===== src/rtl/ldst_compact_ctrl_if.sv =====
// Handshake and compactor-control bundle between the load/store issue queue
// controller (slave) and its environment (master).
interface ldst_compact_ctrl_if;
    logic       flush;
    logic       enq_valid;
    logic       enq_rdy;
    logic       enq_ready;
    logic [3:0] wake_vec;
    logic       issue_valid;
    logic [1:0] issue_slot;
    logic       issue_ready;
    logic [3:0] shift_sel;
    logic [3:0] shift_we;
    logic [3:0] enq_we;
    logic [2:0] count;
    logic       full;
    logic       empty;

    modport master (
        output flush, enq_valid, enq_rdy, wake_vec, issue_ready,
        input  enq_ready, issue_valid, issue_slot, shift_sel, shift_we,
               enq_we, count, full, empty
    );

    modport slave (
        input  flush, enq_valid, enq_rdy, wake_vec, issue_ready,
        output enq_ready, issue_valid, issue_slot, shift_sel, shift_we,
               enq_we, count, full, empty
    );
endinterface


===== src/rtl/ldst_compact_ctrl.sv =====
// Sequencing for a 4-slot collapsing load/store issue queue: valid/ready
// tracking, oldest-first issue pick and compactor select/write-enable generation.
module ldst_compact_ctrl (
    input  logic                 clk,
    input  logic                 rst_n,
    ldst_compact_ctrl_if.slave   bus
);

    logic [3:0] valid_r;
    logic [3:0] rdy_r;
    logic [2:0] count_r;

    logic [3:0] cand_s;
    logic       issue_valid_s;
    logic [1:0] issue_slot_s;
    logic       full_s;
    logic       enq_ready_s;
    logic       issue_fire_s;
    logic       enq_fire_s;
    logic [2:0] last_s;
    logic [2:0] tgt_s;
    logic [3:0] shift_s;
    logic [3:0] enq_we_s;
    logic [3:0] wake_eff_s;
    logic [4:0] valid_w_s;
    logic [4:0] rdy_w_s;
    logic [3:0] valid_nx_s;
    logic [3:0] rdy_nx_s;
    logic [2:0] count_nx_s;

    // Oldest-first pick among valid and ready slots.
    always_comb begin
        cand_s        = valid_r & rdy_r;
        issue_valid_s = |cand_s;
        if (cand_s[0]) begin
            issue_slot_s = 2'd0;
        end else if (cand_s[1]) begin
            issue_slot_s = 2'd1;
        end else if (cand_s[2]) begin
            issue_slot_s = 2'd2;
        end else if (cand_s[3]) begin
            issue_slot_s = 2'd3;
        end else begin
            issue_slot_s = 2'd0;
        end
    end

    // Handshake qualification; flush and reset suppress any fire even though
    // enq_ready/issue_valid still reflect the pre-flush state.
    always_comb begin
        full_s       = (count_r == 3'd4);
        enq_ready_s  = ~full_s | (issue_valid_s & bus.issue_ready);
        issue_fire_s = issue_valid_s & bus.issue_ready & ~bus.flush & rst_n;
        enq_fire_s   = bus.enq_valid & enq_ready_s & ~bus.flush & rst_n;
        last_s       = count_r - 3'd1;
        if (issue_fire_s) begin
            tgt_s = last_s;
        end else begin
            tgt_s = count_r;
        end
    end

    // Compactor controls: slots from the issued one up to the second-to-last
    // valid slot pull from their younger neighbour; enqueue writes the target.
    always_comb begin
        shift_s  = 4'b0000;
        enq_we_s = 4'b0000;
        for (int i = 0; i < 4; i++) begin
            shift_s[i]  = issue_fire_s && (3'(i) >= {1'b0, issue_slot_s}) && (3'(i) < last_s);
            enq_we_s[i] = enq_fire_s && (tgt_s == 3'(i));
        end
    end

    // Next-state: ready bits (with same-cycle wakes) travel with the shift.
    always_comb begin
        wake_eff_s = bus.wake_vec & valid_r;
        valid_w_s  = {1'b0, valid_r};
        rdy_w_s    = {1'b0, rdy_r | wake_eff_s};
        valid_nx_s = valid_r;
        rdy_nx_s   = rdy_r;
        for (int i = 0; i < 4; i++) begin
            if (shift_s[i]) begin
                valid_nx_s[i] = valid_w_s[i + 1];
                rdy_nx_s[i]   = rdy_w_s[i + 1];
            end else if (issue_fire_s && (3'(i) == last_s)) begin
                valid_nx_s[i] = 1'b0;
                rdy_nx_s[i]   = 1'b0;
            end else begin
                valid_nx_s[i] = valid_w_s[i];
                rdy_nx_s[i]   = rdy_w_s[i];
            end
            if (enq_we_s[i]) begin
                valid_nx_s[i] = 1'b1;
                rdy_nx_s[i]   = bus.enq_rdy;
            end else begin
                valid_nx_s[i] = valid_nx_s[i];
            end
        end
        if (bus.flush) begin
            valid_nx_s = 4'b0000;
            rdy_nx_s   = 4'b0000;
            count_nx_s = 3'd0;
        end else begin
            count_nx_s = count_r + {2'b00, enq_fire_s} - {2'b00, issue_fire_s};
        end
    end

    // Queue state registers.
    always_ff @(posedge clk or negedge rst_n) begin
        if (!rst_n) begin
            valid_r <= 4'b0000;
            rdy_r   <= 4'b0000;
            count_r <= 3'd0;
        end else begin
            valid_r <= valid_nx_s;
            rdy_r   <= rdy_nx_s;
            count_r <= count_nx_s;
        end
    end

    assign bus.enq_ready   = enq_ready_s;
    assign bus.issue_valid = issue_valid_s;
    assign bus.issue_slot  = issue_slot_s;
    assign bus.shift_sel   = shift_s;
    assign bus.shift_we    = shift_s;
    assign bus.enq_we      = enq_we_s;
    assign bus.count       = count_r;
    assign bus.full        = full_s;
    assign bus.empty       = (count_r == 3'd0);

endmodule


===== src/flat_wrapper.sv =====
// flat-port wrapper written by rule: the top's interface ports become plain ports
module ldst_compact_ctrl_flat 
  (clk, rst_n, bus_flush, bus_enq_valid, bus_enq_rdy, bus_wake_vec, bus_issue_ready, bus_enq_ready, bus_issue_valid, bus_issue_slot, bus_shift_sel, bus_shift_we, bus_enq_we, bus_count, bus_full, bus_empty);
  ldst_compact_ctrl_if bus_i ();
  input  logic clk;
  input  logic rst_n;
  input wire logic [$bits(bus_i.flush)-1:0] bus_flush;
  input wire logic [$bits(bus_i.enq_valid)-1:0] bus_enq_valid;
  input wire logic [$bits(bus_i.enq_rdy)-1:0] bus_enq_rdy;
  input wire logic [$bits(bus_i.wake_vec)-1:0] bus_wake_vec;
  input wire logic [$bits(bus_i.issue_ready)-1:0] bus_issue_ready;
  output wire logic [$bits(bus_i.enq_ready)-1:0] bus_enq_ready;
  output wire logic [$bits(bus_i.issue_valid)-1:0] bus_issue_valid;
  output wire logic [$bits(bus_i.issue_slot)-1:0] bus_issue_slot;
  output wire logic [$bits(bus_i.shift_sel)-1:0] bus_shift_sel;
  output wire logic [$bits(bus_i.shift_we)-1:0] bus_shift_we;
  output wire logic [$bits(bus_i.enq_we)-1:0] bus_enq_we;
  output wire logic [$bits(bus_i.count)-1:0] bus_count;
  output wire logic [$bits(bus_i.full)-1:0] bus_full;
  output wire logic [$bits(bus_i.empty)-1:0] bus_empty;
  assign bus_i.flush = bus_flush;
  assign bus_i.enq_valid = bus_enq_valid;
  assign bus_i.enq_rdy = bus_enq_rdy;
  assign bus_i.wake_vec = bus_wake_vec;
  assign bus_i.issue_ready = bus_issue_ready;
  assign bus_enq_ready = bus_i.enq_ready;
  assign bus_issue_valid = bus_i.issue_valid;
  assign bus_issue_slot = bus_i.issue_slot;
  assign bus_shift_sel = bus_i.shift_sel;
  assign bus_shift_we = bus_i.shift_we;
  assign bus_enq_we = bus_i.enq_we;
  assign bus_count = bus_i.count;
  assign bus_full = bus_i.full;
  assign bus_empty = bus_i.empty;
  ldst_compact_ctrl u_core (.clk(clk), .rst_n(rst_n), .bus(bus_i));
endmodule

===== config.mk =====
export PLATFORM = sky130hd
export DESIGN_NAME = ldst_compact_ctrl_flat
export DESIGN_NICKNAME = d
export VERILOG_FILES = /design/src/rtl/ldst_compact_ctrl_if.sv /design/src/rtl/ldst_compact_ctrl.sv /design/src/flat_wrapper.sv
export SDC_FILE = /design/constraint.sdc
export NUM_CORES = 1
export LEC_CHECK = 0
export CAP_MARGIN = 30
export CORE_UTILIZATION = 47
export DETAILED_ROUTE_END_ITERATION = 7
export GPL_TIMING_DRIVEN = 1
export HOLD_SLACK_MARGIN = 0.08
export PLACE_DENSITY = 0.8
export RECOVER_POWER = 100
export SYNTH_ARGS = -nofsm -noshare
export SYNTH_HDL_FRONTEND = slang
export SYNTH_SLANG_ARGS = --single-unit

===== constraint.sdc =====
create_clock -name clk -period 3.1 [get_ports clk]
set_input_delay 0.465 -clock clk [delete_from_list [all_inputs] [get_ports clk]]
set_output_delay 0.465 -clock clk [all_outputs]
set_load 0.03 [all_outputs]

# == Word-level counts from Yosys, hierarchy flattened ==
# Index checks and enable logic that the tools add are counted.
# op_classes
addsub,3
multipliers,0
div_mod_pow,0
n_lt_le_gt_ge,7
n_eq_ne,7
n_shift,0
mux,32
bitwise_logic,12
n_reduce_logical,23
# ops
op,n
two-way mux 1 bit,24
nonzero test 4 bit,4
logical AND 1 bit,15
logical NOT 3 bit,3
bitwise AND 4 bit,2
two-way mux 2 bit,4
two-way mux 4 bit,2
bitwise AND 1 bit,6
"equality test 2 x 3 -> 1 bit, first input constant",2
"equality test 3 x 2 -> 1 bit, second input constant",2
"< comparator 1 x 3 -> 1 bit, first input constant",2
"< comparator 2 x 3 -> 1 bit, first input constant",2
two-way mux 3 bit,2
"greater-or-equal comparator 1 x 2 -> 1 bit, first input constant",2
OR 4 bit,1
OR reduction 4 bit,1
adder 3 x 1 -> 3 bit,1
"equality test 1 x 3 -> 1 bit, first input constant",1
"equality test 3 x 1 -> 1 bit, second input constant",1
"equality test 3 bit, second input constant",1
subtractor 3 x 1 -> 3 bit,1
"subtractor 3 x 1 -> 3 bit, second input constant",1
"greater-or-equal comparator 2 bit, first input constant",1
NOT 1 bit,2
OR 1 bit,1
# word_totals
regBits,11
latchBits,0
ram_bits,0
romBits,0
in_bits,10
elab_cells,90
n_memories,0

# == Logic depth before layout (Yosys ltp) ==
# Gate-level depths: netlist of run 1.
# depth
word_depth,11
ltp_mapped,10
ltp_nobuf,9

# == Worst setup path before layout of run 1 ==
# No wires, ideal clock.
# synth_timing
kind,flip-flop to output port
start,"register u_core.count_r[0], in the netlist u_core.bus.count[0]"
end,output bus_shift_we[2]
t_arrival_ps,2234
path_slack_ps,401
path_stages_with_launch,7
path_buffers,1
cell_sequence,dfrtp_1 inv_1 ha_1 or2_2 a221oi_2 o21a_2 buf_4
# synth_between
elab_chain_len,3
# synth_rtl
element,line,text
"start, declared",ldst_compact_ctrl.sv:11,logic [2:0] count_r;
"start signal, assigned",ldst_compact_ctrl.sv:117,count_r <= count_nx_s;
subtractor 3 x 1 -> 3 bit,ldst_compact_ctrl.sv:55,last_s = count_r - 3'd1;
< comparator 2 x 3 -> 1 bit,ldst_compact_ctrl.sv:69,"shift_s[i] = issue_fire_s && (3'(i) >= {1'b0, issue_slot_s}) && (3'(i) < last_s);"
logical AND 1 bit,ldst_compact_ctrl.sv:69,
"end, declared",flat_wrapper.sv:16,output wire logic [$bits(bus_i.shift_we)-1:0] bus_shift_we;
# Every way passes these cells.

# == Final worst setup path of run 1 ==
# layout_timing
start,input rst_n
end,output bus_shift_we[3]
# layout_between
elab_chain_len,2
# layout_rtl
element,line,text
"start, declared",flat_wrapper.sv:6,input logic rst_n;
bitwise AND 1 bit,ldst_compact_ctrl.sv:53,issue_fire_s = issue_valid_s & bus.issue_ready & ~bus.flush & rst_n;
logical AND 1 bit,ldst_compact_ctrl.sv:69,
# Every way passes these cells.

==> results of run 1 <==
[worst reg2reg max path, stage by stage, from the launching register on]
cell	delay [ns]
dfrtp_1	0.35
inv_1	0.08
ha_1	0.35
or2_2	0.30
a221oi_2	0.37
o21a_2	0.25
mux2_2	0.34
o21a_1	0.17
[layout make-up]
class / instances / share of cell area, %
Timing Repair Buffer: 38 / 23.08
Inverter: 10 / 2.838
Sequential cell: 11 / 20.81
Multi-Input combinational cell: 78 / 48.72
Clock buffer: 4 / 1.987
Tap cell: 27 / 2.554
[kinds of logic after synthesis]
logic type	synth area share, %
buf+inv	8.264
flops	26.35
xor+xnor	5.989
compound gates	26.23
simple gates	17.73
mux	6.347
fa+ha+maj	9.102
[routing by layer]
layer	share of wire, %	track usage, %	vias to the layer above
met2	50	41.32	20
li1	-	-	444
met1	44	28.29	440
met5	0	0	-
met3	3.3	4.050	7
met4	2.8	12.25	0
[metrics by stage]
stage               utilization [%]  cells  setup WS [ns]  power [W]
finish                        65.41    168         0.2000  0.0003481
global route                  65.41    168         0.1529  0.0003699
CTS                           68.81    168        0.02985  0.0003621
detailed placement            67.51    164        0.07069  0.0002563
global placement              67.51    164         0.1196  0.0002534
floorplan                         -    105         0.4014  0.0002154
[where the power goes]
part	internal, W	switching, W	total (W)
registers	0.000148	0.00000650	0.000154
logic	0.0000411	0.0000498	0.0000909
clock network	0.0000500	0.0000532	0.000103
[worst max-delay path by stage]
stage,to,startpoint,cells past startpoint
2_1_floorplan,bus_shift_we[2],u_core.bus.count[0]$_DFF_PN0_,6
3_3_place_gp,bus_enq_we[2],rst_n,6
3_5_place_dp,bus_enq_we[2],rst_n,6
4_1_cts,bus_enq_we[2],u_core.bus.count[1]$_DFF_PN0_,7
5_1_grt,bus_shift_we[3],rst_n,6
6_report,bus_shift_we[3],rst_n,6
[state kept, by name, indices dropped and copies added (netlist names)]
| signal | cells |
|---|---|
| u_core.bus.count | 3 |
| u_core.rdy_r | 4 |
| u_core.valid_r | 4 |
[Yosys cell counts (2+ instances only)]
cell | number | area [sq um]
nand4_1 | 2 | 12.51
nor2b_1 | 3 | 18.77
a31oi_1 | 4 | 25.02
nand3_1 | 2 | 10.01
ha_1 | 6 | 75.07
buf_4 | 5 | 37.54
and2_1 | 2 | 12.51
inv_1 | 10 | 37.54
mux2i_1 | 4 | 40.04
nor2_1 | 4 | 15.01
a211oi_2 | 2 | 25.02
xnor2_1 | 2 | 17.52
a21oi_1 | 7 | 35.03
a22oi_4 | 2 | 42.54
xor2_1 | 2 | 17.52
nand2_1 | 10 | 37.54
dfrtp_1 | 11 | 275.3
==> run summary, run 1 <==
r2r worst-path depth = 7
Initial DRC Count = 14
post-DP HPWL = 2.049 mm
final period demand of the worst path = 2.900 ns
number of antenna-violating nets in the routed design = 0
Die Width = 49.15 microns
Critical Path End Type = primary output
period utilization = 93.55%
Pleak = 0.6560 nW
syn avg cell area = 9.950 sq um
ys async rst share = 100.0%
Area Overhead vs Synth = 26.59%
Final Hold Vio Count = 0
H-tree depth = 1
drt pass-1 iters = 4
gpl congestion = 0.8099
TritonCTS Buffers = 3
critical path arrival = 2.44 ns
core area = 2022 sq um
Max-slew headroom = 55.08%
worst vdd ir = 0.2037 mV
die height = 49.15 microns
Max clock buf depth = 2
wire per inst = 15.08 microns
wire length of the first global-routing pass = 4.319 mm
CP max-delay cell = clkdlybuf4s50_1
Post-synth EDFFs = 0
sequential element share of the synthesized area = 26.35%
CP Max Fanout = 7
Starting Density = 51.67%
setup_tns = 0 ns
clock slew at reported path FFs = 0.07 ns
RSZ-0062 raised after global routing = no
Buf+Inv Stages, Crit Path = 3
FF/Latch Area = 275.3 sq um
Worst-Margin Slew = 0.6692 ns
Seq cells post-synth = 11
Antenna Cells = 0
Yosys cell types = 44
area of the multi-input gates = 644.4 sq um
Cell Pwr Density = 263.2 nW/um^2
largest net degree at the start of global routing = 13
Post-CTS Hold Buffers = 0
Final Slew Violations = 0
Crit path largest cell delay = 0.67 ns
FILL cells = 189
initial antenna violation count = 0
io pins = 31
vias per inst = 5.423
WL final = 2.533 mm
Worst-Skew Late Latency = 0.28 ns
Setup CP Type = in -> out
GRT Total Usage = 24.00%
CTS tree = done
syn nets = 122
clock sink count = 11
Main synth FF type = dfrtp_1
setup repair bufs after CTS = 0
final setup vio count = 0
CP Data Required Time = 2.63 ns
synth warn = 0
cell area after synthesis = 1045 sq um
Clock Skew = 0.002594 ns
Placed Area = 1365 sq um
die area = 2415 sq um
Root Driver = clkbuf_4
Cells after Synth = 105
IO Port Bufs = 30
Peak Freq = 0.3448 GHz
Hold/Removal Path Class = in -> async
DR DRC count = 0
worst path cell trace = dlygate4sd3_1 > nand3b_1 > a21oi_4 > buf_4 > and2_1 > clkdlybuf4s50_1
Hold WS = 0.6384 ns
grt ovf = 0
Startpoint Class = primary input
RR Endpoint = u_core.valid_r[2]$_DFFE_PN0P_
ratio of cells with drive above 1 in the final layout = 21.28%
Post-CTS Resized = 0
flop2flop setup slack = 0.79 ns
commonest cells after routing, fill and taps aside = buf_4 (11), dfrtp_1 (11), inv_1 (10), nand2_1 (10), clkdlybuf4s50_1 (10)
max_cap viols = 0
number of global-route vias before repair = 950
status = completed
via count = 911
num rows = 16
Nets = 159
final instance area = 1323 sq um
reg2reg start = u_core.bus.count[0]$_DFF_PN0_
delay-heaviest family, CP = buffers and inverters
No activity file was read; power rests on OpenSTA's default activity.
==> inputs of run 2 (changes only) <==
--- a/config.mk
+++ b/config.mk
@@ -12,6 +12,7 @@
 export HOLD_SLACK_MARGIN = 0.08
 export PLACE_DENSITY = 0.8
 export RECOVER_POWER = 100
+export SLEW_MARGIN = 5
 export SYNTH_ARGS = -nofsm -noshare
 export SYNTH_HDL_FRONTEND = slang
 export SYNTH_SLANG_ARGS = --single-unit
==> results of run 2 <==
Final layout, timing and power as in run 1 (identical DEF).
==> inputs of run 3 (changes only) <==
--- a/config.mk
+++ b/config.mk
@@ -8,7 +8,7 @@
 export CAP_MARGIN = 30
 export CORE_UTILIZATION = 47
 export DETAILED_ROUTE_END_ITERATION = 7
-export GPL_TIMING_DRIVEN = 1
+export GPL_TIMING_DRIVEN = 0
 export HOLD_SLACK_MARGIN = 0.08
 export PLACE_DENSITY = 0.8
 export RECOVER_POWER = 100
==> run summary, run 3 (synthesis gave the netlist of run 1 again) <==
Sequential Power Share = 43.7% (was 44.2%)
Root Driver = clkbuf_4 (unchanged)
RSZ-0062 raised after global routing = no (unchanged)
Area Overhead vs Synth = 34.49% (was 26.59%)
number of global-route vias before repair = 877 (was 950)
ratio of cells with drive above 1 in the final layout = 23.40% (was 21.28%)
RR Endpoint = u_core.valid_r[2]$_DFFE_PN0P_ (unchanged)
reg2reg start = u_core.bus.count[0]$_DFF_PN0_ (unchanged)
Pleak = 0.7070 nW (was 0.6560 nW)
Core Util, Final = 69.49% (was 65.41%)
worst path cell trace = inv_1 > ha_1 > or2_2 > a221oi_2 > o21a_2 > clkdlybuf4s15_1 (was dlygate4sd3_1 > nand3b_1 > a21oi_4 > buf_4 > and2_1 > clkdlybuf4s50_1)
Worst-Skew Late Latency = 0.28 ns (about the same)
Initial DRC Count = 18 (was 14)
CP max-delay cell = dfrtp_2 (was clkdlybuf4s50_1)
Internal = 0.0002379 W (was 0.0002385 W)
Final Hold Vio Count = 0 (unchanged)
drt pass-1 iters = 4 (unchanged)
gpl congestion = 0.8727 (was 0.8099)
num rows = 16 (unchanged)
IO Port Bufs = 29 (was 30)
Placed Cells = 161 (was 164)
max_cap viols = 0 (unchanged)
CP Data Required Time = 2.63 ns (about the same)
vias per inst = 5.446 (was 5.423)
switch share = 32.64% (was 31.47%)
Post-CTS Hold Buffers = 0 (unchanged)
initial antenna violation count = 0 (unchanged)
die area = 2415 sq um (unchanged)
number of antenna-violating nets in the routed design = 0 (unchanged)
Clock Skew = 0.007129 ns (was 0.002594 ns)
Peak Freq = 0.3384 GHz (was 0.3448 GHz)
final setup vio count = 0 (unchanged)
grt ovf = 0 (unchanged)
worst vdd ir = 0.2321 mV (was 0.2037 mV)
Final Slew Violations = 0 (unchanged)
Cell Pwr Density = 251.3 nW/um^2 (was 263.2 nW/um^2)
wire length of the first global-routing pass = 4.043 mm (was 4.319 mm)
Crit path largest cell delay = 0.45 ns (was 0.67 ns)
clock sink count = 11 (unchanged)
commonest cells after routing, fill and taps aside = inv_1 (10), nand2_1 (10), clkdlybuf4s50_1 (10), dlygate4sd3_1 (10), dfrtp_1 (9) (was buf_4 (11), dfrtp_1 (11), inv_1 (10), nand2_1 (10), clkdlybuf4s50_1 (10))
DR DRC count = 0 (unchanged)
Final WS setup = 0.1446 ns (was 0.2000 ns)
GRT Total Usage = 22.37% (was 24.00%)
Combinational Power Share = 26.2% (was 26.1%)
post-place setup slack = -0.6557 ns (was 0.07069 ns)
Max-slew headroom = 74.19% (was 55.08%)
status = completed (unchanged)
Die Width = 49.15 microns (unchanged)
clock slew at reported path FFs = 0.08 ns (was 0.07 ns)
Setup CP Type = reg -> out (was in -> out)
wire per inst = 14.27 microns (was 15.08 microns)
H-tree depth = 1 (unchanged)
P_sw = 0.0001153 W (was 0.0001095 W)
Antenna Cells = 0 (unchanged)
io pins = 31 (unchanged)
CP Max Fanout = 7 (unchanged)
post-DP HPWL = 1.845 mm (was 2.049 mm)
WL final = 2.397 mm (was 2.533 mm)
clock share of power = 30.1% (was 29.6%)
Pwr Total = 0.0003531 W (was 0.0003481 W)
Nets = 159 (unchanged)
die height = 49.15 microns (unchanged)
Max clock buf depth = 2 (unchanged)
Hold/Removal Path Class = in -> async (unchanged)
core area = 2022 sq um (unchanged)
r2r worst-path depth = 7 (unchanged)
period utilization = 95.33% (was 93.55%)
Worst-Margin Slew = 0.3872 ns (was 0.6692 ns)
via count = 915 (was 911)
final period demand of the worst path = 2.955 ns (was 2.900 ns)
CTS tree = done (unchanged)
flop2flop setup slack = 0.66 ns (was 0.79 ns)
critical path arrival = 2.49 ns (was 2.44 ns)
Layout Cells excl Fill = 168 (unchanged)
largest net degree at the start of global routing = 14 (was 13)
Critical Path End Type = primary output (unchanged)
Startpoint Class = flip-flop (was primary input)
Starting Density = 51.67% (unchanged)
TritonCTS Buffers = 3 (unchanged)
run 3: worst max-delay path, delay by kind of cell, from the launching register on:
family          cells  cell delay [ns]
compound gates      2             0.57
buf+inv             2             0.47
flops               1             0.45
fa+ha+maj           1             0.40
simple gates        1             0.32
run 3: metrics by stage:
stage,hold slack (ns),setup TNS [ns],instance area (sq um)
global placement,0.6178,-4.331,1369
finish,0.1819,0,1405
CTS,0.1887,0,1391
global route,0.1946,0,1405
floorplan,0.1694,0,1045
detailed placement,0.6183,-4.590,1369
run 3: per-layer routing:
| metal | global-route usage [%] | routed length [microns] |
|---|---|---|
| met5 | 0 | 0 |
| met4 | 10.78 | 36 |
| met3 | 4.673 | 141 |
| met2 | 36.53 | 1166 |
| met1 | 27.77 | 1053 |
run 3: timing repair:
| action | 4_1_cts | 5_1_grt |
|---|---|---|
| resized for setup | 11 | 6 |
| setup buffers | 0 | 3 |
| pin swaps | 0 | 1 |
| gates cloned | 0 | 0 |
| endpoints found under the setup margin | 12 | 6 |
run 3: how the worst max path moves through the flow:
stage | start | to | slack, ns | depth (start not counted)
detailed placement | rst_n | bus_enq_we[1] | -0.66 | 8
floorplan | u_core.bus.count[0]$_DFF_PN0_ | bus_shift_we[2] | 0.40 | 6
global route | u_core.bus.count[0]$_DFF_PN0_ | bus_shift_sel[2] | 0.01 | 6
CTS | u_core.bus.count[0]$_DFF_PN0_ | bus_shift_we[0] | 0.02 | 6
global placement | rst_n | bus_enq_we[1] | -0.65 | 8
finish | u_core.bus.count[0]$_DFF_PN0_ | bus_shift_sel[2] | 0.14 | 6
run 3: cell type report:
cell class                 count  area (sq um)
multi-input combinational     78         685.7
fill                         170         616.8
timing repair buffer          32         295.3
sequential                    11         277.8
buffer                         6         48.80
inverter                      10         37.54
tap                           27         33.78
clock buffer                   4         26.28
run 3: power groups by stage:
stage | sequential (W) | clock (W) | combinational, W
6_report | 0.000154 | 0.000106 | 0.0000925
3_5_place_dp | 0.000157 | 0 | 0.0000939
2_1_floorplan | 0.000159 | 0 | 0.0000561
4_1_cts | 0.000154 | 0.000106 | 0.0000935
5_1_grt | 0.000155 | 0.000117 | 0.000100
3_3_place_gp | 0.000157 | 0 | 0.0000924
